<file path="src/rtl/interface_permn.sv">
// -----------------------------------------------------------------------------
// interface_permn
// Input interface of the FFT butterfly array. Picks the IOBUF or FSC (stage
// feedback) source, applies an XOR-stride lane permutation and registers the
// result behind a single valid/ready output stage. Source select and
// permutation code are captured on the first beat of each frame and held for
// the remaining FRAME_LEN-1 beats. Every output beat carries a last-beat flag.
//
// Ports:
//   CLK, RSTN              clock, asynchronous active-low reset
//   SEL_ITR                source select (0 = IOBUF, 1 = FSC), sampled at frame start
//   SEL_PERM[LG]           permutation code, sampled at frame start
//   D_IOBUF / VALID_IOBUF / READY_IOBUF   IOBUF beat input
//   D_FSC   / VALID_FSC   / READY_FSC     feedback beat input
//   Q / Q_VALID / Q_READY / Q_LAST        registered permuted output beat
// Lane i of every bus occupies bits [i*DW +: DW].
// -----------------------------------------------------------------------------
module interface_permn #(
  parameter int DW        = 64,
  parameter int LANES     = 4,
  parameter int FRAME_LEN = 16
) (
  input  logic                       CLK,
  input  logic                       RSTN,
  input  logic                       SEL_ITR,
  input  logic [$clog2(LANES)-1:0]   SEL_PERM,
  input  logic [LANES*DW-1:0]        D_IOBUF,
  input  logic                       VALID_IOBUF,
  output logic                       READY_IOBUF,
  input  logic [LANES*DW-1:0]        D_FSC,
  input  logic                       VALID_FSC,
  output logic                       READY_FSC,
  output logic [LANES*DW-1:0]        Q,
  output logic                       Q_VALID,
  input  logic                       Q_READY,
  output logic                       Q_LAST
);

  localparam int LG = $clog2(LANES);
  localparam int CW = (FRAME_LEN > 1) ? $clog2(FRAME_LEN) : 1;
  localparam logic [CW-1:0] CNT_LAST = CW'(FRAME_LEN - 1);
  localparam logic [CW-1:0] CNT_ZERO = CW'(0);
  localparam logic [CW-1:0] CNT_ONE  = CW'(1);

  // Registered state
  logic [LANES*DW-1:0] q_q,       q_d;
  logic                q_valid_q, q_valid_d;
  logic                q_last_q,  q_last_d;
  logic [CW-1:0]       cnt_q,     cnt_d;
  logic                itr_l_q,   itr_l_d;
  logic [LG-1:0]       perm_l_q,  perm_l_d;

  // Combinational helpers
  logic                cnt_zero_s;
  logic                eff_itr_s;
  logic [LG-1:0]       eff_perm_s;
  logic                stage_rdy_s;
  logic                acc_s;
  logic [LANES*DW-1:0] sel_bus_s;
  logic [LANES*DW-1:0] perm_bus_s;
  logic [DW-1:0]       sel_lane_s [LANES];

  // Effective configuration: live inputs on the first beat of a frame, locked copy afterwards.
  always_comb begin
    cnt_zero_s = (cnt_q == CNT_ZERO);
    if (cnt_zero_s) begin
      eff_itr_s  = SEL_ITR;
      eff_perm_s = SEL_PERM;
    end else begin
      eff_itr_s  = itr_l_q;
      eff_perm_s = perm_l_q;
    end
  end

  // Handshake and source mux; stage readiness is combinational so back-to-back beats flow.
  always_comb begin
    stage_rdy_s = !q_valid_q | Q_READY;
    if (eff_itr_s) begin
      sel_bus_s = D_FSC;
      acc_s     = stage_rdy_s & VALID_FSC;
    end else begin
      sel_bus_s = D_IOBUF;
      acc_s     = stage_rdy_s & VALID_IOBUF;
    end
  end

  assign READY_IOBUF = stage_rdy_s & !eff_itr_s;
  assign READY_FSC   = stage_rdy_s &  eff_itr_s;

  // Output lane i takes selected-bus lane (i XOR eff_perm); code 0 is identity.
  for (genvar i = 0; i < LANES; i++) begin : g_lane
    assign sel_lane_s[i]           = sel_bus_s[i*DW +: DW];
    assign perm_bus_s[i*DW +: DW]  = sel_lane_s[LG'(i) ^ eff_perm_s];
  end

  // Next-state logic for the output stage, frame counter and locked config.
  always_comb begin
    q_d       = q_q;
    q_valid_d = q_valid_q;
    q_last_d  = q_last_q;
    cnt_d     = cnt_q;
    itr_l_d   = itr_l_q;
    perm_l_d  = perm_l_q;
    if (acc_s) begin
      q_d       = perm_bus_s;
      q_valid_d = 1'b1;
      q_last_d  = (cnt_q == CNT_LAST);
      if (cnt_q == CNT_LAST) begin
        cnt_d = CNT_ZERO;
      end else begin
        cnt_d = cnt_q + CNT_ONE;
      end
      // Capture the frame's config on its first beat only.
      if (cnt_zero_s) begin
        itr_l_d  = SEL_ITR;
        perm_l_d = SEL_PERM;
      end else begin
        itr_l_d  = itr_l_q;
        perm_l_d = perm_l_q;
      end
    end else if (Q_READY) begin
      q_valid_d = 1'b0;
    end else begin
      q_valid_d = q_valid_q;
    end
  end

  // State registers; reset drops any in-flight beat and restarts the frame.
  always_ff @(posedge CLK or negedge RSTN) begin
    if (!RSTN) begin
      q_q       <= {(LANES*DW){1'b0}};
      q_valid_q <= 1'b0;
      q_last_q  <= 1'b0;
      cnt_q     <= CNT_ZERO;
      itr_l_q   <= 1'b0;
      perm_l_q  <= {LG{1'b0}};
    end else begin
      q_q       <= q_d;
      q_valid_q <= q_valid_d;
      q_last_q  <= q_last_d;
      cnt_q     <= cnt_d;
      itr_l_q   <= itr_l_d;
      perm_l_q  <= perm_l_d;
    end
  end

  assign Q       = q_q;
  assign Q_VALID = q_valid_q;
  assign Q_LAST  = q_last_q;

endmodule

</file>
<file path="config.mk">
export PLATFORM = sky130hd
export DESIGN_NAME = interface_permn
export DESIGN_NICKNAME = d
export VERILOG_FILES = /design/src/rtl/interface_permn.sv
export SDC_FILE = /design/constraint.sdc
export NUM_CORES = 1
export LEC_CHECK = 0
export ABC_AREA = 0
export CELL_PAD_IN_SITES_DETAIL_PLACEMENT = 1
export CELL_PAD_IN_SITES_GLOBAL_PLACEMENT = 1
export CORE_AREA = 2 2 308 310
export CTS_BUF_LIST = sky130_fd_sc_hd__clkbuf_16
export CTS_CLUSTER_SIZE = 10
export DETAILED_ROUTE_END_ITERATION = 10
export DIE_AREA = 0 0 310 312
export PLACE_DENSITY_LB_ADDON = 0.05
export SYNTH_ARGS = -nofsm -noshare
export SYNTH_HDL_FRONTEND = slang
export SYNTH_SLANG_ARGS = --single-unit
</file>
<file path="constraint.sdc">
create_clock -name CLK -period 3.1 [get_ports CLK]
set_clock_uncertainty 0.1 [all_clocks]
set_input_delay 0.775 -clock CLK [delete_from_list [all_inputs] [get_ports CLK]]
set_output_delay 0.775 -clock CLK [all_outputs]
set_load 0.01 [all_outputs]
</file>
==> impl_metrics.env <==
export IMPL_critical_path_capture_point_type="primary output"
export IMPL_syn_area_per_cell_um2=15.41
export IMPL_total_power_w=0.03501
export IMPL_cts_buffers=38
export IMPL_fillerInstances=9403
export IMPL_synth_top_cell_area_share_pct=41.89
export IMPL_clk_pin_slew_worst_paths_ns=0.06
export IMPL_syn_cell_area_mm2=0.02753
export IMPL_detail_route_antenna_nets=0
export IMPL_ys_warn_count=0
export IMPL_syn2layout_area_growth_pct=40.86
export IMPL_worstPathCellList="inv_2, ha_4, or3b_4, mux2i_1, buf_4, and2_4, buf_6"
export IMPL_route_detailed_wl_per_inst_um=28.53
export IMPL_p_leak_nw=15.22
export IMPL_grt_pass1_wl_um=159700
export IMPL_grt_start_max_net_pins=73
export IMPL_max_stage_delay_ns=0.39
export IMPL_clock_latency_at_the_later_pin_of_the_worst_skew_pair_ns=0.55
export IMPL_dieHeight_um=312
export IMPL_report_final_slew_viol_count=0
export IMPL_dp_hpwl_um=86740
export IMPL_first_global_vias=23655
export IMPL_detail_route_first_pass_iterations=4
export IMPL_start_util_pct=29.58
export IMPL_htreeDepth=2
export IMPL_period_share_pct=96.51
export IMPL_clock_power_share_pct=12.0
export IMPL_cp_data_arrival_time_ns=2.12
export IMPL_commonest_register_cell_after_synthesis="sky130_fd_sc_hd__dfrtp_1"
export IMPL_coreArea_mm2=0.09305
export IMPL_synth_net_count=2308
export IMPL_drive_gt1_share_pct=33.00
export IMPL_cts_tree="built"
export IMPL_asyncSetResetFlopFracSynth_pct=100.0
export IMPL_totalNegativeSetupSlack_ns=0
export IMPL_via_per_inst=5.584
export IMPL_max_slew_worst_pin_slew_ns=0.6029
export IMPL_worstSetupPathType="reg -> out"
export IMPL_timing_critical_path_max_delay_family="simple AND/OR/NAND/NOR gates"
export IMPL_status="complete, no violations"
export IMPL_power_per_cell_area_mw_per_mm2=902.9
export IMPL_switch_pwr_w=0.01413
export IMPL_postRouteWirelength_um=109100
export IMPL_maxSlewHeadroom_pct=59.80
export IMPL_place_gp_congestion=0.8236
export IMPL_grt_total_usage_pct=22.20
export IMPL_antenna_found_initial=18
export IMPL_number_of_clock_sinks_seen_by_cts=265
export IMPL_number_of_placed_instances_taps_included=3748
export IMPL_yosys_top_cells_area="sky130_fd_sc_hd__mux4_2 (42%), sky130_fd_sc_hd__dfrtp_1 (24%), sky130_fd_sc_hd__mux2i_1 (19%)"
export IMPL_cell_internal_pwr_w=0.02088
export IMPL_postSynthCellCount=1786
export IMPL_clk_buf_depth=3
export IMPL_floorplan_die_area_mm2=0.09672
export IMPL_routed_via_count=21346
export IMPL_hold_path_class="in -> async"
export IMPL_finalNetCount=3063
export IMPL_critical_path_slowest_cell="sky130_fd_sc_hd__dfrtp_1"
export IMPL_chip_width_um=310
export IMPL_synth_top_area_cell="sky130_fd_sc_hd__mux4_2"
export IMPL_timing_final_crit_period_ns=2.992
export IMPL_final_cell_count_no_fill=3823
export IMPL_fmax_ghz=0.3342
export IMPL_drt_iter0_markers=1090
export IMPL_synth_top_cells_by_count="sky130_fd_sc_hd__mux2i_1 (515), sky130_fd_sc_hd__mux4_2 (512), sky130_fd_sc_hd__dfrtp_1 (265), sky130_fd_sc_hd__mux2_1 (129), sky130_fd_sc_hd__mux2_2 (129)"
export IMPL_maxCapViolCount=0
export IMPL_clockRootBuffer="sky130_fd_sc_hd__clkbuf_16"
export IMPL_worst_path_buffer_plus_inverter_count=3
export IMPL_synth_most_common_cell="sky130_fd_sc_hd__mux2i_1"
export IMPL_final_number_of_hold_violating_endpoints=0
export IMPL_setup_repair_after_global_routing_missed_its_margin="no"
export IMPL_power_share_sequential_pct=18.8
export IMPL_critical_path_max_fanout=2
export IMPL_grt_overflow=0
export IMPL_p_comb_share_pct=69.2
export IMPL_ios=780
export IMPL_synth_edf_count=0
export IMPL_final_design_utilization_pct=41.67
export IMPL_synth_distinct_cells=35
export IMPL_post_route_drc_count=0
export IMPL_multi_input_comb_area_mm2=0.01985
export IMPL_placementRows=112
export IMPL_vdd_ir_drop_max_uv=425.7
export IMPL_netSwitchingFraction_pct=40.36
export IMPL_seq_area_frac_synth_pct=24.09
export IMPL_number_of_port_buffers=779
export IMPL_setup_violations=0
export IMPL_timing_critical_path_required_ns=2.22
export IMPL_number_of_register_bits_inferred_by_synthesis=265
export IMPL_area_used_by_sequential_logic_in_the_layout_mm2=0.006639
export IMPL_timing_critical_path_from_type="flop"
==> power groups by stage <==
stage,clock (W),combinational [W],sequential (W)
after floorplan,0,0.0140,0.00708
after global placement,0,0.0240,0.00662
after detailed placement,0,0.0246,0.00666
after CTS,0.00439,0.0247,0.00664
after global routing,0.00453,0.0260,0.00686
final,0.00420,0.0242,0.00660
==> layout make-up <==
| type | count | share of cell area (%) |
|---|---|---|
| multi-input cells | 1317 | 51.18 |
| repair buffers | 917 | 24.59 |
| flip-flops and latches | 265 | 17.12 |
| well taps | 1254 | 4.046 |
| clock buffers | 39 | 2.517 |
| clock inverters | 24 | 0.4937 |
| diodes | 5 | 0.03227 |
| inverters | 2 | 0.01936 |
==> flip-flops by register name, summed over array words and instances, names as in the netlist <==
signal,count
Q_VALID,1
perm_l_q,2
cnt_q,4
itr_l_q,1
Q,256
Q_LAST,1
==> stage by stage <==
step | setup slack, ns | cell area (µm²) | hold WS, ns
4_1_cts | 0.005461 | 38720 | 0.08154
5_1_grt | 0.009197 | 38770 | 0.09691
6_report | 0.1081 | 38770 | 0.08162
2_1_floorplan | 0.2624 | 27530 | 0.3794
3_5_place_dp | 0.04784 | 37530 | 0.3755
3_3_place_gp | 0.06133 | 37530 | 0.3688
==> kinds of logic (layout without fill, tap and decap cells) <==
kind of cell | Yosys count | after routing | synth area share, %
buf+inv | 204 | 982 | 3.945
other cells | 0 | 5 | 0
flops | 265 | 265 | 24.09
simple gates | 17 | 17 | 0.4046
fa+ha+maj | 2 | 2 | 0.09089
compound gates | 12 | 12 | 0.2682
xor+xnor | 1 | 1 | 0.03182
mux | 1285 | 1285 | 71.17
==> placed cells by master (no fill, tap or decap), types with 2 or more instances in the layout <==
cell,instances
sky130_fd_sc_hd__dfrtp_4,2
sky130_fd_sc_hd__mux4_2,512
sky130_fd_sc_hd__nand2b_1,2
sky130_fd_sc_hd__clkbuf_16,39
sky130_fd_sc_hd__buf_8,3
sky130_fd_sc_hd__nor3_1,2
sky130_fd_sc_hd__clkdlybuf4s50_1,774
sky130_fd_sc_hd__a21oi_1,2
sky130_fd_sc_hd__diode_2,5
sky130_fd_sc_hd__nor2_1,3
sky130_fd_sc_hd__mux2i_1,513
sky130_fd_sc_hd__mux2_2,129
sky130_fd_sc_hd__clkinv_1,5
sky130_fd_sc_hd__dfrtp_1,263
sky130_fd_sc_hd__buf_4,83
sky130_fd_sc_hd__buf_12,55
sky130_fd_sc_hd__clkinvlp_4,2
sky130_fd_sc_hd__mux2_1,129
sky130_fd_sc_hd__clkinv_2,4
sky130_fd_sc_hd__o21ai_1,2
sky130_fd_sc_hd__o21ai_0,3
sky130_fd_sc_hd__bufinv_16,3
sky130_fd_sc_hd__inv_2,2
sky130_fd_sc_hd__inv_1,8
==> routing by layer <==
metal / vias to the layer above / wire length (µm) / GRT usage [%]
li1: 9103 / - / -
met1: 11473 / 39320 / 24.56
met2: 589 / 58480 / 40.78
met3: 155 / 7628 / 6.096
met4: 26 / 3495 / 7.126
met5: - / 161 / 0
==> repair_timing <==
item / 4_1_cts / 5_1_grt
endpoints found under the setup margin: 2 / 2
endpoints found under the hold margin: 0 / 0
hold buffers: 0 / 0
buffers inserted: 4 / 3
gates resized for setup: 11 / 4
pin swaps: 0 / 0
==> final timing paths <==
check / startpoint / endpoint / slack (ns) / cells past startpoint
max: cnt_q[0] / READY_IOBUF / 0.11 / 7
min: RSTN / Q[138] / 0.08 / 1
max reg2reg: cnt_q[0] / Q[164] / 0.14 / 9
min reg2reg: Q[51] / Q[51] / 0.38 / 1
max in group asynchronous: RSTN / Q[253] / 1.93 / 2
min in group CLK: Q[51] / Q[51] / 0.38 / 1
(Power assumes the default switching activity.)
